==> src/rtl/if_fetch_stage_pkg.sv <==
// Shared constants for the instruction-fetch stage.
package if_fetch_stage_pkg;

   typedef logic [1:0] state_t;

   localparam state_t S_REQ  = 2'd0;
   localparam state_t S_HOLD = 2'd1;
   localparam state_t S_DROP = 2'd2;

   localparam logic [31:0] NOP_INSTR        = 32'h0000_0000;
   localparam logic [31:0] DEFAULT_RESET_PC = 32'h0040_0000;
   localparam logic [31:0] PC_INC           = 32'd4;

endpackage

==> src/rtl/if_fetch_stage_pc_next.sv <==
// Next-PC select for the fetch stage: chooses between hold, sequential,
// redirect target and the parked target of a dropped fetch.
module if_pc_next
   import if_fetch_stage_pkg::*;
#(
   parameter int DATA_W = 32
) (
   input  state_t              state,
   input  logic [DATA_W-1:0]   pc,
   input  logic [DATA_W-1:0]   pend,
   input  logic [DATA_W-1:0]   target,
   input  logic                redirect_en,
   input  logic                stall,
   input  logic                imem_ack,
   output logic [DATA_W-1:0]   pc_next
);

   logic [DATA_W-1:0] target_al;
   logic [DATA_W-1:0] pc_seq;

   assign target_al = target & ~DATA_W'(3);
   assign pc_seq    = pc + DATA_W'(PC_INC);

   // Redirect beats stall; the address never moves while a request is unanswered.
   always_comb begin
      pc_next = pc;
      case (state)
         S_REQ: begin
            if (redirect_en) begin
               if (imem_ack) pc_next = target_al;
            end else if (imem_ack && !stall) begin
               pc_next = pc_seq;
            end
         end
         S_HOLD: begin
            if (redirect_en)  pc_next = target_al;
            else if (!stall)  pc_next = pc_seq;
         end
         S_DROP: begin
            if (imem_ack) pc_next = redirect_en ? target_al : pend;
         end
         default: pc_next = pc;
      endcase
   end

endmodule

==> src/rtl/if_fetch_stage.sv <==
// Instruction-fetch stage: owns the PC, runs the req/ack instruction-memory
// handshake and presents instruction / PC+4 / valid to the IF/ID register.
//
// state  | meaning
// S_REQ  | request outstanding at pc; ack with no redirect delivers an instruction
// S_HOLD | instruction parked in instr_buf while ID stalls; no memory request
// S_DROP | wrong-path request still in flight; its data is discarded, then pc<=pend
module if_fetch_stage
   import if_fetch_stage_pkg::*;
#(
   parameter int                DATA_W   = 32,
   parameter logic [DATA_W-1:0] RESET_PC = DATA_W'(DEFAULT_RESET_PC)
) (
   input  logic              clk,
   input  logic              reset,
   input  logic              stall,
   input  logic              redirect_en,
   input  logic [DATA_W-1:0] redirect_target,
   output logic              imem_req,
   output logic [DATA_W-1:0] imem_addr,
   input  logic              imem_ack,
   input  logic [DATA_W-1:0] imem_rdata,
   output logic [DATA_W-1:0] IF_Instruction,
   output logic [DATA_W-1:0] IF_PC_p4,
   output logic              IF_valid
);

   state_t            state;
   logic [DATA_W-1:0] pc;
   logic [DATA_W-1:0] instr_buf;
   logic [DATA_W-1:0] pend_pc;
   logic [DATA_W-1:0] pc_next;
   logic [DATA_W-1:0] target_al;

   assign target_al = redirect_target & ~DATA_W'(3);

   if_pc_next #(.DATA_W(DATA_W)) u_pc_next (
      .state       (state),
      .pc          (pc),
      .pend        (pend_pc),
      .target      (redirect_target),
      .redirect_en (redirect_en),
      .stall       (stall),
      .imem_ack    (imem_ack),
      .pc_next     (pc_next)
   );

   // PC, hold buffer, parked redirect target and FSM state.
   always_ff @(posedge clk or posedge reset) begin
      if (reset) begin
         pc        <= RESET_PC;
         instr_buf <= '0;
         pend_pc   <= '0;
         state     <= S_REQ;
      end else begin
         pc <= pc_next;
         case (state)
            S_REQ: begin
               if (redirect_en) begin
                  if (!imem_ack) begin
                     pend_pc <= target_al;
                     state   <= S_DROP;
                  end
               end else if (imem_ack && stall) begin
                  instr_buf <= imem_rdata;
                  state     <= S_HOLD;
               end
            end
            S_HOLD: begin
               if (redirect_en || !stall) state <= S_REQ;
            end
            S_DROP: begin
               if (imem_ack)         state   <= S_REQ;
               else if (redirect_en) pend_pc <= target_al;
            end
            default: state <= S_REQ;
         endcase
      end
   end

   // Memory request and IF/ID presentation; reset gates the request immediately.
   always_comb begin
      imem_req       = 1'b0;
      IF_valid       = 1'b0;
      IF_Instruction = DATA_W'(NOP_INSTR);
      if (!reset) begin
         case (state)
            S_REQ: begin
               imem_req = 1'b1;
               if (!redirect_en && imem_ack) begin
                  IF_valid       = 1'b1;
                  IF_Instruction = imem_rdata;
               end
            end
            S_HOLD: begin
               if (!redirect_en) begin
                  IF_valid       = 1'b1;
                  IF_Instruction = instr_buf;
               end
            end
            S_DROP: imem_req = 1'b1;
            default: imem_req = 1'b0;
         endcase
      end
   end

   assign imem_addr = pc;
   assign IF_PC_p4  = pc + DATA_W'(PC_INC);

endmodule

==> config.mk <==
export PLATFORM = sky130hd
export DESIGN_NAME = if_fetch_stage
export DESIGN_NICKNAME = d
export VERILOG_FILES = /design/src/rtl/if_fetch_stage_pkg.sv /design/src/rtl/if_fetch_stage_pc_next.sv /design/src/rtl/if_fetch_stage.sv
export SDC_FILE = /design/constraint.sdc
export NUM_CORES = 1
export LEC_CHECK = 0
export BUFFER_PORTS_ARGS = -buffer_cell sky130_fd_sc_hd__buf_2
export CAP_MARGIN = 5
export CORE_MARGIN = 4
export CORE_UTILIZATION = 45
export DETAILED_ROUTE_END_ITERATION = 10
export GPL_TIMING_DRIVEN = 0
export MAX_ROUTING_LAYER = met4
export PLACE_DENSITY = 0.79
export REMOVE_ABC_BUFFERS = 1
export SYNTH_ARGS = -nofsm -noshare
export SYNTH_HDL_FRONTEND = slang
export SYNTH_SLANG_ARGS = --single-unit
==> constraint.sdc <==
create_clock -name clk -period 4.2 [get_ports clk]
set_input_delay 0.63 -clock clk [delete_from_list [all_inputs] [get_ports clk]]
set_output_delay 0.63 -clock clk [all_outputs]
set_load 0.005 [all_outputs]
# Yosys cells after proc, flatten, opt, wreduce, memory -nomap -nowiden
# Index checks and enable logic that the tools add are counted.
[classes] add_sub_neg=1 eq_ne=12 n_mux=28 n_bitwise=1 reduce_logical=14
[ops] cell="2-to-1 mux 32 bit" n=13
[ops] cell="case mux 32 bit (2 select lines)" n=2
[ops] cell="case mux 32 bit (3 select lines)" n=1
[ops] cell="adder 32 x 3 -> 32 bit, second input constant" n=1
[ops] cell="!= test 3 bit, second input constant" n=4
[ops] cell="2-to-1 mux 2 bit" n=5
[ops] cell="!= test 2 bit, second input constant" n=5
[ops] cell="AND reduction 4 bit" n=2
[ops] cell="case mux 2 bit (3 select lines)" n=1
[ops] cell="2-to-1 mux 1 bit" n=5
[ops] cell="AND reduction 5 bit" n=1
[ops] cell="logical AND 1 bit" n=3
[ops] cell="!= test 3 x 2 -> 1 bit, second input constant" n=1
[ops] cell="AND reduction 3 bit" n=1
[ops] cell="nonzero test 3 bit" n=1
[ops] cell="equality test 2 x 1 -> 1 bit, second input constant" n=1
[ops] cell="equality test 2 bit, second input constant" n=1
[ops] cell="zero test 1 bit" n=2
[ops] cell="zero test 2 bit" n=1
[ops] cell="case mux 1 bit (2 select lines)" n=1
[ops] cell="nonzero test 2 bit" n=1
[ops] cell="OR reduction 2 bit" n=1
[ops] cell="logical OR 1 bit" n=1
[ops] cell="NOT 1 bit" n=1
[totals] reg_bits=98 inputBits=69 elab_cells=60

# Logic depth before layout (Yosys ltp)
[depth] ltp_word=5 depth_mapped=8 ltp_nobuf=6

# Cells and area by module
# A second synthesis with hierarchy kept.
[unflattened] hier_cells=882 hier_area_um2=7304.5
[modules_own_cells] module="if_fetch_stage" instances=1 cells_per_inst=334 area_each_um2=4200.3
[modules_own_cells] module="if_pc_next" instances=1 cells_per_inst=548 area_each_um2=3104.2

# Worst setup path before layout
# OpenSTA, ideal clock, no wires.
[synth_timing] path_kind="input-to-output" startpoint="input port reset" endpoint="output port IF_Instruction[10]" arrival_time_ns=3.490 required_time_ns=3.570 path_slack_ns=0.080 cell_stages=4 path_cell_list="inv_1 -> nand2_1 -> clkbuf_1 -> nor2_1"
[synth_between] elab_chain_len=1
[synth_lines] element="from (decl)" line="if_fetch_stage.sv:15" text="input logic reset,"
[synth_lines] element="2-to-1 mux 32 bit" line="if_fetch_stage.sv:86" text="if (!reset) begin"
[synth_lines] element="to (decl)" line="if_fetch_stage.sv:23" text="output logic [DATA_W-1:0] IF_Instruction,"
# No other way between the ends.

# Worst setup path after layout
[layout_timing] startpoint="input port redirect_en" endpoint="output port IF_Instruction[7]"
[layout_between] elab_chain_len=5 elab_cells_between_ends=6 cone_classes="mux (4); reduce/logical (2)"
[layout_lines] element="from (decl)" line="if_fetch_stage.sv:17" text="input logic redirect_en,"
[layout_lines] element="zero test 1 bit"
[layout_lines] element="logical AND 1 bit" line="if_fetch_stage.sv:90" text="if (!redirect_en && imem_ack) begin"
[layout_lines] element="2-to-1 mux 32 bit" line="if_fetch_stage.sv:90"
[layout_lines] element="case mux 32 bit (2 select lines) *" line="if_fetch_stage.sv:87" text="case (state)"
[layout_lines] element="2-to-1 mux 32 bit *" line="if_fetch_stage.sv:86"
# Every way passes the cells marked *; elsewhere a longest branch is shown, timed or not.

==> metrics.md <==
| Metric | Value |
|---|---|
| Status | `finished clean` |
| CTS tree | `yes` |
| # port buffers | `164` |
| CP Capture Type | `primary output` |
| Synth Flop Type | `dfrtp_1` |
| Final core occ | `57.7%` |
| CTS max path bufs | `2` |
| YS warnings | `0` |
| Min Tclk post-route | `3.63 ns` |
| Row Count | `39` |
| Vias in the first global route | `4,946` |
| Met3 GRT Util | `5.53%` |
| Setup Skew | `0.0112 ns` |
| Initial DRC Count | `462` |
| RSZ-0062 raised after global routing | `no` |
| Met1 Usage GRT | `29.0%` |
| Actual slew at the worst max-slew pin | `1.32 ns` |
| CP required | `3.57 ns` |
| Rel. slew slack | `11.2%` |
| Hold WS | `0.420 ns` |
| Max Slew Vio Count | `0` |
| CTS Buf Count | `9` |
| Peak VDD IR | `218 uV` |
| Pwr Total | `2.87 mW` |
| Remaining Overflow, GRT | `0` |
| Setup Fix Bufs, Post-CTS | `0` |
| FILL cells | `977` |
| Initial antenna violation count | `3` |
| Routed wire length | `15,700 um` |
| Max Fclk | `275 MHz` |
| Critical path arrival | `3.00 ns` |
| Place WS | `0.325 ns` |
| Fin crit share | `86.5%` |
| Via Count | `4,972` |
| Clock Latency Late Sink | `0.35 ns` |
| Num ports | `167` |
| Die area | `13,900 um^2` |
| Setup Crit Path Kind | `in -> out` |
| Hold Fails Final Rpt | `0` |
| Area growth, synth to finish | `23.3%` |
| First-pass iteration count of the detailed router | `5` |
| Worst path max stage delay | `0.95 ns` |
| DIE HEIGHT | `118 um` |
| Die X | `118 um` |
| Yosys cell types | `60` |
| # Max-Cap Violations | `0` |
| Wirelength per Cell | `19.0 um` |
| Largest net degree at the start of global routing | `52` |
| First-pass GRT wire length | `25,500 um` |
| Vias/cell | `6.03` |
| Synthesized flop and latch total | `98` |
| Setup crit start kind | `primary input` |
| Worst setup margin | `0.569 ns` |
| Starting density of the core | `46.8%` |
| GRT Max-Usage Layer | `met2` |
| Post-cts gate resize count | `0` |
| Ratio of cells with drive above 1 in the final layout | `39.5%` |
| Leakage | `3.09 nW` |
| Sequential fraction of the synthesis area | `45.1%` |
| Core box area | `11,600 um^2` |
| CP Cell Sequence | `buf_2, nor2_1, and2_1, a22oi_1, nor2_1, buf_2` |
| # setup viols final | `0` |
| Syn Area/Cell | `10.2 um^2` |
| Post-DP HPWL | `10,800 um` |
| ANT nets after route | `0` |
| Syn Inst Count | `535` |
| Hold crit path type | `in -> async` |
| Setup_tns | `0 ns` |
| Synth Cell Area | `5440 um^2` |
| Clock Sinks | `98` |
| EDFF count, synth | `0` |
| Hold-fix buffers, CTS | `0` |
| Fin nets | `745` |
| Power per cell area | `428 nW/um^2` |
| Residual DRC count | `0` |
| H-tree depth | `3` |
| All-Layer GR Usage | `23.1%` |
| Clock transition at path regs | `0.06 ns` |
| Root buffer cell | `clkbuf_16` |
| CP Max Fanout | `46` |
| Met2 usage | `36.9%` |
| GP Congestion | `0.853` |
| Synth async-reset ratio | `100%` |
| CP max stage cell | `and2_1` |
-- sequential cells by signal, indices dropped and copies added, names as in the netlist --
signal,flops
instr_buf,32
imem_addr,32
pend_pc,32
state,2
-- final timing paths --
check                            start                end  slack, ns  cells after the start
min reg2reg                pend_pc[18]        pend_pc[18]       0.51                      1
min                              reset           state[0]       0.42                      2
max                        redirect_en  IF_Instruction[7]       0.57                      6
max reg2reg                   state[0]      instr_buf[24]       1.39                      4
max in group asynchronous        reset      imem_addr[22]       3.06                      3
min in group clk           pend_pc[18]        pend_pc[18]       0.51                      1
-- through the flow --
| step | std cells | instance area [um^2] |
|---|---|---|
| after floorplan | 494 | 5260 |
| after global placement | 801 | 6260 |
| after detailed placement | 806 | 6380 |
| after CTS | 821 | 6670 |
| after global routing | 825 | 6700 |
| final | 825 | 6700 |
-- power breakdown --
group | switching, mW | internal [mW]
Clock | 0.353 | 0.476
Combinational | 0.357 | 0.366
Sequential | 0.181 | 1.13
Total | 0.891 | 1.98
-- routing by layer --
metal	vias to the layer above	share of wire, %
met5	-	0
met4	0	1.5
met3	22	7.2
met2	218	49
met1	2484	42
li1	2248	-
-- layout by cell type (no fill, tap or decap), types with 3 or more instances in the layout --
master	n
nand3_1	11
or3_1	3
a21oi_1	14
a221oi_1	3
nor4_1	4
nor3_1	19
a22oi_1	32
a31o_2	7
a31oi_1	3
buf_2	164
nand4_1	7
buf_8	3
and4_1	3
mux2i_1	9
mux2_2	63
diode_2	3
xnor2_1	14
a221o_1	10
clkbuf_16	9
o21ai_0	16
xor2_1	11
nand2_1	31
clkbuf_1	3
inv_1	9
dfrtp_1	97
nor2_1	66
and3_1	9
-- area by class of cell --
class | count | area (um^2) | area share [%]
antenna | 3 | 7.51 | 0.112
clock buffer | 13 | 250 | 3.73
clock inverter | 2 | 37.5 | 0.560
inverter | 10 | 40.0 | 0.597
multi-input combinational | 386 | 2800 | 41.8
sequential | 98 | 2450 | 36.6
tap | 143 | 179 | 2.67
timing repair buffer | 170 | 932 | 13.9
-- cells by family (layout without fill, tap and decap cells) --
group                    Yosys count  in the layout  share of synthesized area [%]
adder cells (fa/ha/maj)            1              1                          0.230
AND/OR/NAND/NOR                  170            170                           15.8
other                              0              3                              0
XOR/XNOR                          26             26                           4.32
multiplexers                      72             72                           14.7
buffers and inverters             51            195                           3.98
AO/OA/AOI/OAI                    117            117                           15.8
flip-flops                        98             98                           45.1
-- critical path, delay by kind of cell --
kind,cells,cell delay (ns)
buffers and inverters,2,0.57
and+or+nand+nor,3,1.57
AOI/OAI and AO/OA,1,0.18
-- cell usage after synthesis, types with 4 or more instances --
cell type  count  share of area, %
a21oi_1       14               1.3
a221o_1       11               2.0
a221oi_1       4              0.64
a22oi_1       32               4.4
a31o_2         7               1.1
and3_1         9               1.0
buf_1          4              0.28
buf_2         11               1.0
clkbuf_1      23               1.6
dfrtp_1       97                45
inv_1         10              0.69
mux2_2        63                13
mux2i_1        9               1.7
nand2_1       31               2.1
nand3_1       11               1.0
nand4_1        7              0.81
nor2_1        66               4.6
nor3_1        20               1.8
nor4_1         4              0.46
o21ai_0       16               1.5
xnor2_1       14               2.3
xor2_1        11               1.8
No activity file was read; power rests on OpenSTA's default activity.
